## config.mk

```make
export PLATFORM = sky130hd
export DESIGN_NAME = minc_loader_flat
export DESIGN_NICKNAME = d
export VERILOG_FILES = /design/src/rtl/minc_pkg.sv /design/src/rtl/minc_loader_if.sv /design/src/rtl/minc_prog_ram.sv /design/src/rtl/minc_loader.sv /design/src/flat_wrapper.sv
export SDC_FILE = /design/constraint.sdc
export NUM_CORES = 2
export LEC_CHECK = 0
export BUFFER_PORTS_ARGS = -buffer_cell sky130_fd_sc_hd__buf_2
export CAP_MARGIN = 20
export CELL_PAD_IN_SITES_DETAIL_PLACEMENT = 0
export CELL_PAD_IN_SITES_GLOBAL_PLACEMENT = 1
export CORE_ASPECT_RATIO = 0.5
export CORE_MARGIN = 3
export CORE_UTILIZATION = 51
export CTS_CLUSTER_DIAMETER = 40
export DETAILED_ROUTE_END_ITERATION = 6
export PLACE_DENSITY_LB_ADDON = 0.25
export SYNTH_ARGS = -nofsm -noshare
export SYNTH_HDL_FRONTEND = slang
export SYNTH_HIERARCHICAL = 1
export SYNTH_SLANG_ARGS = --single-unit
```

## constraint.sdc

```tcl
create_clock -name CLK -period 4.5 [get_ports CLK]
set_input_delay 1.35 -clock CLK [delete_from_list [all_inputs] [get_ports CLK]]
set_output_delay 1.35 -clock CLK [all_outputs]
set_load 0.02 [all_outputs]
```

## src/rtl/minc_pkg.sv

```systemverilog
// Shared types and constants for the minc program loader.
package minc_pkg;

    typedef enum logic [2:0] {
        SYNC = 3'd0,
        LEN  = 3'd1,
        DATA = 3'd2,
        CSUM = 3'd3,
        DONE = 3'd4,
        RUN  = 3'd5
    } minc_state_e;

    localparam int          MINC_ADDR_W    = 8;
    localparam int          MINC_DATA_W    = 8;
    localparam int          PROG_DEPTH     = 1 << MINC_ADDR_W;
    localparam logic [7:0]  MINC_SYNC_BYTE = 8'hA5;

endpackage

```

## src/rtl/minc_loader_if.sv

```systemverilog
// Byte stream into the loader: valid/ready handshake carrying one byte per transfer.
interface minc_loader_if #(
    parameter int DATA_W = minc_pkg::MINC_DATA_W
);
    logic              rx_valid;
    logic [DATA_W-1:0] rx_data;
    logic              rx_ready;

    modport master (output rx_valid, output rx_data, input  rx_ready);
    modport slave  (input  rx_valid, input  rx_data, output rx_ready);
endinterface

```

## src/rtl/minc_prog_ram.sv

```systemverilog
// Program memory: 2^ADDR_W x DATA_W, one synchronous write port, one combinational read port.
// Latency: write commits on the clock edge, read is combinational (old data during a same-address write).
// Backpressure: none, the write port is always available.
module minc_prog_ram
    import minc_pkg::*;
#(
    parameter int ADDR_W = MINC_ADDR_W,
    parameter int DATA_W = MINC_DATA_W
)(
    input  logic              CLK,
    input  logic              we,
    input  logic [ADDR_W-1:0] waddr,
    input  logic [DATA_W-1:0] wdata,
    input  logic [ADDR_W-1:0] raddr,
    output logic [DATA_W-1:0] rdata
);
    logic [DATA_W-1:0] mem [1 << ADDR_W];

    always_ff @(posedge CLK) begin
        if (we) begin
            mem[waddr] <= wdata;
        end
    end

    assign rdata = mem[raddr];
endmodule

```

## src/rtl/minc_loader.sv

```systemverilog
// Frame loader: SYNC, LEN, data bytes (+CSUM when MINC_LOADER_CHECKSUM_EN) into program RAM, then releases the core.
// Latency: each byte takes one accepting edge; core_nreset rises one edge after the final byte is accepted.
// Backpressure: rx_ready is low only during the single DONE cycle; rx_valid gaps simply stall.
module minc_loader
    import minc_pkg::*;
#(
    parameter int                ADDR_W    = MINC_ADDR_W,
    parameter int                DATA_W    = MINC_DATA_W,
    parameter logic [DATA_W-1:0] SYNC_BYTE = DATA_W'(MINC_SYNC_BYTE)
)(
    input  logic              CLK,
    input  logic              nRESET,
    minc_loader_if.slave      rx,
    input  logic [ADDR_W-1:0] rd_addr,
    output logic [DATA_W-1:0] rd_data,
    output logic              core_nreset,
    output logic              loading,
    output logic              load_err
);
    localparam int DEPTH = 1 << ADDR_W;

    minc_state_e       state;
    logic [ADDR_W-1:0] addr;
    logic [ADDR_W:0]   count;
    logic [ADDR_W:0]   len_v;
    logic              accept;
    logic              is_sync;
    logic              wr_en;
    logic              last_dat;

    assign rx.rx_ready = (state != DONE);
    assign accept      = rx.rx_valid && rx.rx_ready;
    assign is_sync     = (rx.rx_data == SYNC_BYTE);
    assign loading     = (state == LEN) || (state == DATA) || (state == CSUM);
    assign wr_en       = accept && (state == DATA);
    assign last_dat    = (count == (ADDR_W+1)'(1));
    // A zero length field stands for a full memory image.
    assign len_v       = (rx.rx_data == '0) ? (ADDR_W+1)'(DEPTH) : (ADDR_W+1)'(rx.rx_data);

`ifdef MINC_LOADER_CHECKSUM_EN
    logic [DATA_W-1:0] running_sum;
    logic [DATA_W-1:0] sum_chk;
    logic              sum_ok;

    assign sum_chk = running_sum + rx.rx_data;
    assign sum_ok  = (sum_chk == '0);

    always_ff @(posedge CLK) begin
        if (!nRESET) begin
            running_sum <= '0;
            load_err    <= 1'b0;
        end else if (accept) begin
            if (state == LEN) begin
                running_sum <= '0;
            end else if (state == DATA) begin
                running_sum <= sum_chk;
            end else if (state == CSUM) begin
                load_err <= !sum_ok;
            end
        end
    end
`else
    assign load_err = 1'b0;
`endif

    always_ff @(posedge CLK) begin
        if (!nRESET) begin
            state       <= SYNC;
            addr        <= '0;
            count       <= '0;
            core_nreset <= 1'b0;
        end else begin
            case (state)
                SYNC: begin
                    if (accept && is_sync) begin
                        state <= LEN;
                    end
                end
                LEN: begin
                    if (accept) begin
                        count <= len_v;
                        addr  <= '0;
                        state <= DATA;
                    end
                end
                DATA: begin
                    if (accept) begin
                        addr  <= addr + 1'b1;
                        count <= count - 1'b1;
                        if (last_dat) begin
`ifdef MINC_LOADER_CHECKSUM_EN
                            state <= CSUM;
`else
                            state <= DONE;
`endif
                        end
                    end
                end
`ifdef MINC_LOADER_CHECKSUM_EN
                CSUM: begin
                    if (accept) begin
                        state <= sum_ok ? DONE : SYNC;
                    end
                end
`endif
                DONE: begin
                    state       <= RUN;
                    core_nreset <= 1'b1;
                end
                RUN: begin
                    // Core is held in reset from the edge that accepts a new header.
                    if (accept && is_sync) begin
                        state       <= LEN;
                        core_nreset <= 1'b0;
                    end
                end
                default: state <= SYNC;
            endcase
        end
    end

    minc_prog_ram #(
        .ADDR_W (ADDR_W),
        .DATA_W (DATA_W)
    ) u_ram (
        .CLK   (CLK),
        .we    (wr_en),
        .waddr (addr),
        .wdata (rx.rx_data),
        .raddr (rd_addr),
        .rdata (rd_data)
    );
endmodule
```

## src/flat_wrapper.sv

```systemverilog
// flat-port wrapper written by rule: the top's interface ports become plain ports
module minc_loader_flat import minc_pkg::*;
#(
    parameter int                ADDR_W    = MINC_ADDR_W,
    parameter int                DATA_W    = MINC_DATA_W,
    parameter logic [DATA_W-1:0] SYNC_BYTE = DATA_W'(MINC_SYNC_BYTE)
)
  (CLK, nRESET, rd_addr, rd_data, core_nreset, loading, load_err, rx_rx_valid, rx_rx_data, rx_rx_ready);
  minc_loader_if #(.DATA_W(DATA_W)) rx_i ();
  input  logic CLK;
  input  logic nRESET;
  input  logic [ADDR_W-1:0] rd_addr;
  output logic [DATA_W-1:0] rd_data;
  output logic core_nreset;
  output logic loading;
  output logic load_err;
  input wire logic [$bits(rx_i.rx_valid)-1:0] rx_rx_valid;
  input wire logic [$bits(rx_i.rx_data)-1:0] rx_rx_data;
  output wire logic [$bits(rx_i.rx_ready)-1:0] rx_rx_ready;
  assign rx_i.rx_valid = rx_rx_valid;
  assign rx_i.rx_data = rx_rx_data;
  assign rx_rx_ready = rx_i.rx_ready;
  minc_loader #(.ADDR_W(ADDR_W), .DATA_W(DATA_W), .SYNC_BYTE(SYNC_BYTE)) u_core (.CLK(CLK), .nRESET(nRESET), .rx(rx_i), .rd_addr(rd_addr), .rd_data(rd_data), .core_nreset(core_nreset), .loading(loading), .load_err(load_err));
endmodule
```

==> results.cfg <==
[route]
firstDrtPassIters = 6
drt-total-wl_um = 208300
drcViolationCount = 0
wire_per_inst_um = 30.49
via_count = 43030
drt_first_iter_violations = 6118
route.antenna.remaining_nets = 0
post_drt_via_cell_ratio = 6.297

[timing]
setup_tns_ps = -6618
post-route-min-period_ps = 5368
finalSetupViolations = 8
max_slew_violation_total_from_the_final_report = 0
final.setup_skew_ps = 31.76
postLayoutSetupSlackWorst_ps = -867.6
max_freq_mhz = 186.3
rsz0062_at_grt = yes
finalCritPeriodShare_pct = 119.3
final_hold_viol_count = 0
worst_slew_pin_slew_ps = 1180
timing.slew.headroom_pct = 21.36

[pwr]
power.leakage_uw = 0.03104
power-per-cell-area_nw_per_um2 = 407.4
power.share.switching_pct = 21.63
power.combinational.fraction_pct = 6.0
ir_worst_vdd_mv = 0.3844
post-layout-total-power_uw = 39130
power_switching_uw = 8464
power_frac_clock_pct = 39.9
p_int_uw = 30670
seq_power_share_pct = 54.1

[place]
placement.cell_area_sq_um = 87830
globalplace.congestion = 0.8869
post-dp-hpwl_um = 131300
port_buffers = 29

[worst_setup_path]
crit_path_max_fanout = 10
crit_path_start_kind = input port
critPathBufInv = 7
worst_ep_required_time_ps = 3150
cp.arrival_ps = 4020
end_kind = primary output
timing.critical_path.max_delay_family = buffers and inverters
critical_path_depth = 12
critPathMaxStageDelay_ps = 570
crit_path_cell_trace = buf_16 > buf_16 > buf_12 > buf_16 > buf_12 > mux4_2 > a221oi_4 > o32ai_2 > nor3_4 > buf_6 > nor4_4 > buf_4
cp_common_cell = sky130_fd_sc_hd__buf_16
critical_path_class = in2out
reg2regPathDepth = 8
critical_path.slowest_cell = sky130_fd_sc_hd__mux4_2

[grt]
grt_pass1_wl_um = 301700
grt_antenna_before_repair = 5
grt_max_degree = 186
vias_in_the_first_global_route = 42490
grt.total_usage_pct = 25.61
globalRoute.totalOverflow = 0

[clock_network]
clock_tree.htree_level_count = 4
ctsLongestPathBuffers = 3
insertion_delay_ps = 820
cts.root.buffer_cell = sky130_fd_sc_hd__clkbuf_16
cts_tree = yes
cts_hold_buf = 0
cts-buffers-inserted = 186
worst_setup_hold_path_clk_slew_ps = 50
clkSinkCount = 2069

[logic_synthesis]
post_synth_num_cell_types = 71
yosys.area_share.adder_pct = 0.04653
number_of_flops_mapped_to_enable_cells_by_yosys = 2048
postSynthRegisterBits = 2069
synth-async-reset-ratio_pct = 0
combined_area_of_all_synthesized_cells_sq_um = 80660
synth_mux_area_share_pct = 14.45
seq_area_frac_synth_pct = 76.76
yosys_most_used_dff = sky130_fd_sc_hd__edfxtp_1
synth_nets = 3912
post_synth_xor_area_fraction_pct = 0.02172
synth-compound-area-share_pct = 3.752
post_synth_and_or_nand_nor_area_fraction_pct = 3.039
synth_top_family_by_area = multiplexers
yosysWarningCount = 6
synthesis.area_per_instance_sq_um = 20.74
netlist_instances = 3890

[finish]
fin_area_sq_um = 96060
syn2layout_area_growth_pct = 19.08
fill_cells = 10700
multi_input_area_sq_um = 18340
commonest_cells_after_routing_fill_and_taps_aside = 2048 x sky130_fd_sc_hd__edfxtp_1, 615 x sky130_fd_sc_hd__buf_4, 455 x sky130_fd_sc_hd__mux4_2, 291 x sky130_fd_sc_hd__nor2_1, 190 x sky130_fd_sc_hd__clkbuf_16
layout-drive-gt1-share_pct = 34.50
sequential_area_sq_um = 61920
final_net_count = 4614
layout.core_utilization_pct = 61.59
most_common_cell_after_layout_fill_and_taps_aside = sky130_fd_sc_hd__edfxtp_1

[status]
failed_checks = setup timing
status = complete, but fails checks

[worst_hold_path]
hold_path_depth = 2
min_path_type = reg2reg

[floorplanning]
floorplan.core_area_sq_um = 156000
floorplan.rows = 102
die_height_um = 287.2
die_w_um = 568.4
io-pin-count = 31
die_outline_area_sq_um = 163300
initial_core_util_pct = 51.72

[run]
drv_cap = 0
[layout make-up]
type	count	share of cell area [%]
antenna	5	0.01303
clock buffer	230	5.136
clock inverter	114	1.063
inverter	10	0.03908
multi-input combinational	1567	19.09
sequential	2069	64.46
tap	2080	2.709
timing repair buffer	758	7.486
[power by group through the flow]
stage               registers, uW  clock network (uW)  logic (uW)
floorplan                   21600                   0        1020
global placement            21600                   0        2040
detailed placement          21600                   0        2070
CTS                         21200               15800        2280
global route                21100               16600        2480
finish                      21200               15600        2360
[synthesized netlist by cell type, drive strengths merged, types with 29 or more instances]
cell type	number	share of area, %
a21oi	108	0.67
nor4	30	0.26
nor2	298	1.4
mux2i	137	1.7
nor2b	31	0.24
edfxtp	2048	76
a22oi	136	1.3
nand2	45	0.21
nand3	41	0.25
o221ai	47	0.52
clkbuf	118	0.55
o22ai	29	0.22
buf	127	1.3
mux4	456	13
[logic make-up after synthesis]
family / Yosys count
compound gates: 433
xor+xnor: 2
fa+ha+maj: 3
buf+inv: 255
flops: 2069
mux: 594
other cells: 1
simple gates: 533
[worst register-to-register path: stages (launching register included)]
cell and delay (ps):
sky130_fd_sc_hd__dfxtp_1 620, sky130_fd_sc_hd__nand4bb_1 170, sky130_fd_sc_hd__buf_4 220, sky130_fd_sc_hd__inv_1 310, sky130_fd_sc_hd__buf_4 210, sky130_fd_sc_hd__nand4_1 270, sky130_fd_sc_hd__buf_4 340, sky130_fd_sc_hd__nor2_1 260
sky130_fd_sc_hd__buf_4 230
[state kept, by name, summed over array words and instances (netlist names)]
register and cells:
u_core/u_ram/mem 2048, u_core/state 3, u_core/core_nreset 1, u_core/addr 8, u_core/count 9
[stage by stage]
stage | instances | hold slack [ps] | worst slack (ps)
2_1_floorplan | 3890 | 462.6 | -59.44
3_3_place_gp | 6421 | 466.5 | -1553
3_5_place_dp | 6422 | 487.1 | -1571
4_1_cts | 6804 | 493.6 | -880.7
5_1_grt | 6828 | 518.9 | -906.3
6_report | 6833 | 484.9 | -867.6
[what timing repair did]
item,in CTS,in global routing
resized for setup,161,108
pin swaps,34,33
cloned,16,1
setup buffers,27,32
setup endpoints to repair,8,8
[routing by layer]
metal / share of wire (%) / GRT usage [%] / up-vias
li1: - / - / 17710
met1: 42 / 39.02 / 22870
met5: 0 / 0 / -
met2: 45 / 38.07 / 2164
met4: 2.0 / 6.268 / 0
met3: 11 / 5.620 / 281
[final timing paths]
kind                           start                       end  slack (ps)
setup / recovery          rd_addr[0]                rd_data[3]        -870
hold reg to reg   u_core/core_nreset        u_core/core_nreset         480
setup reg to reg     u_core/state[1]  u_core/u_ram/mem[135][0]        1610
hold / removal    u_core/core_nreset        u_core/core_nreset         480
No activity file was read; power rests on OpenSTA's default activity.
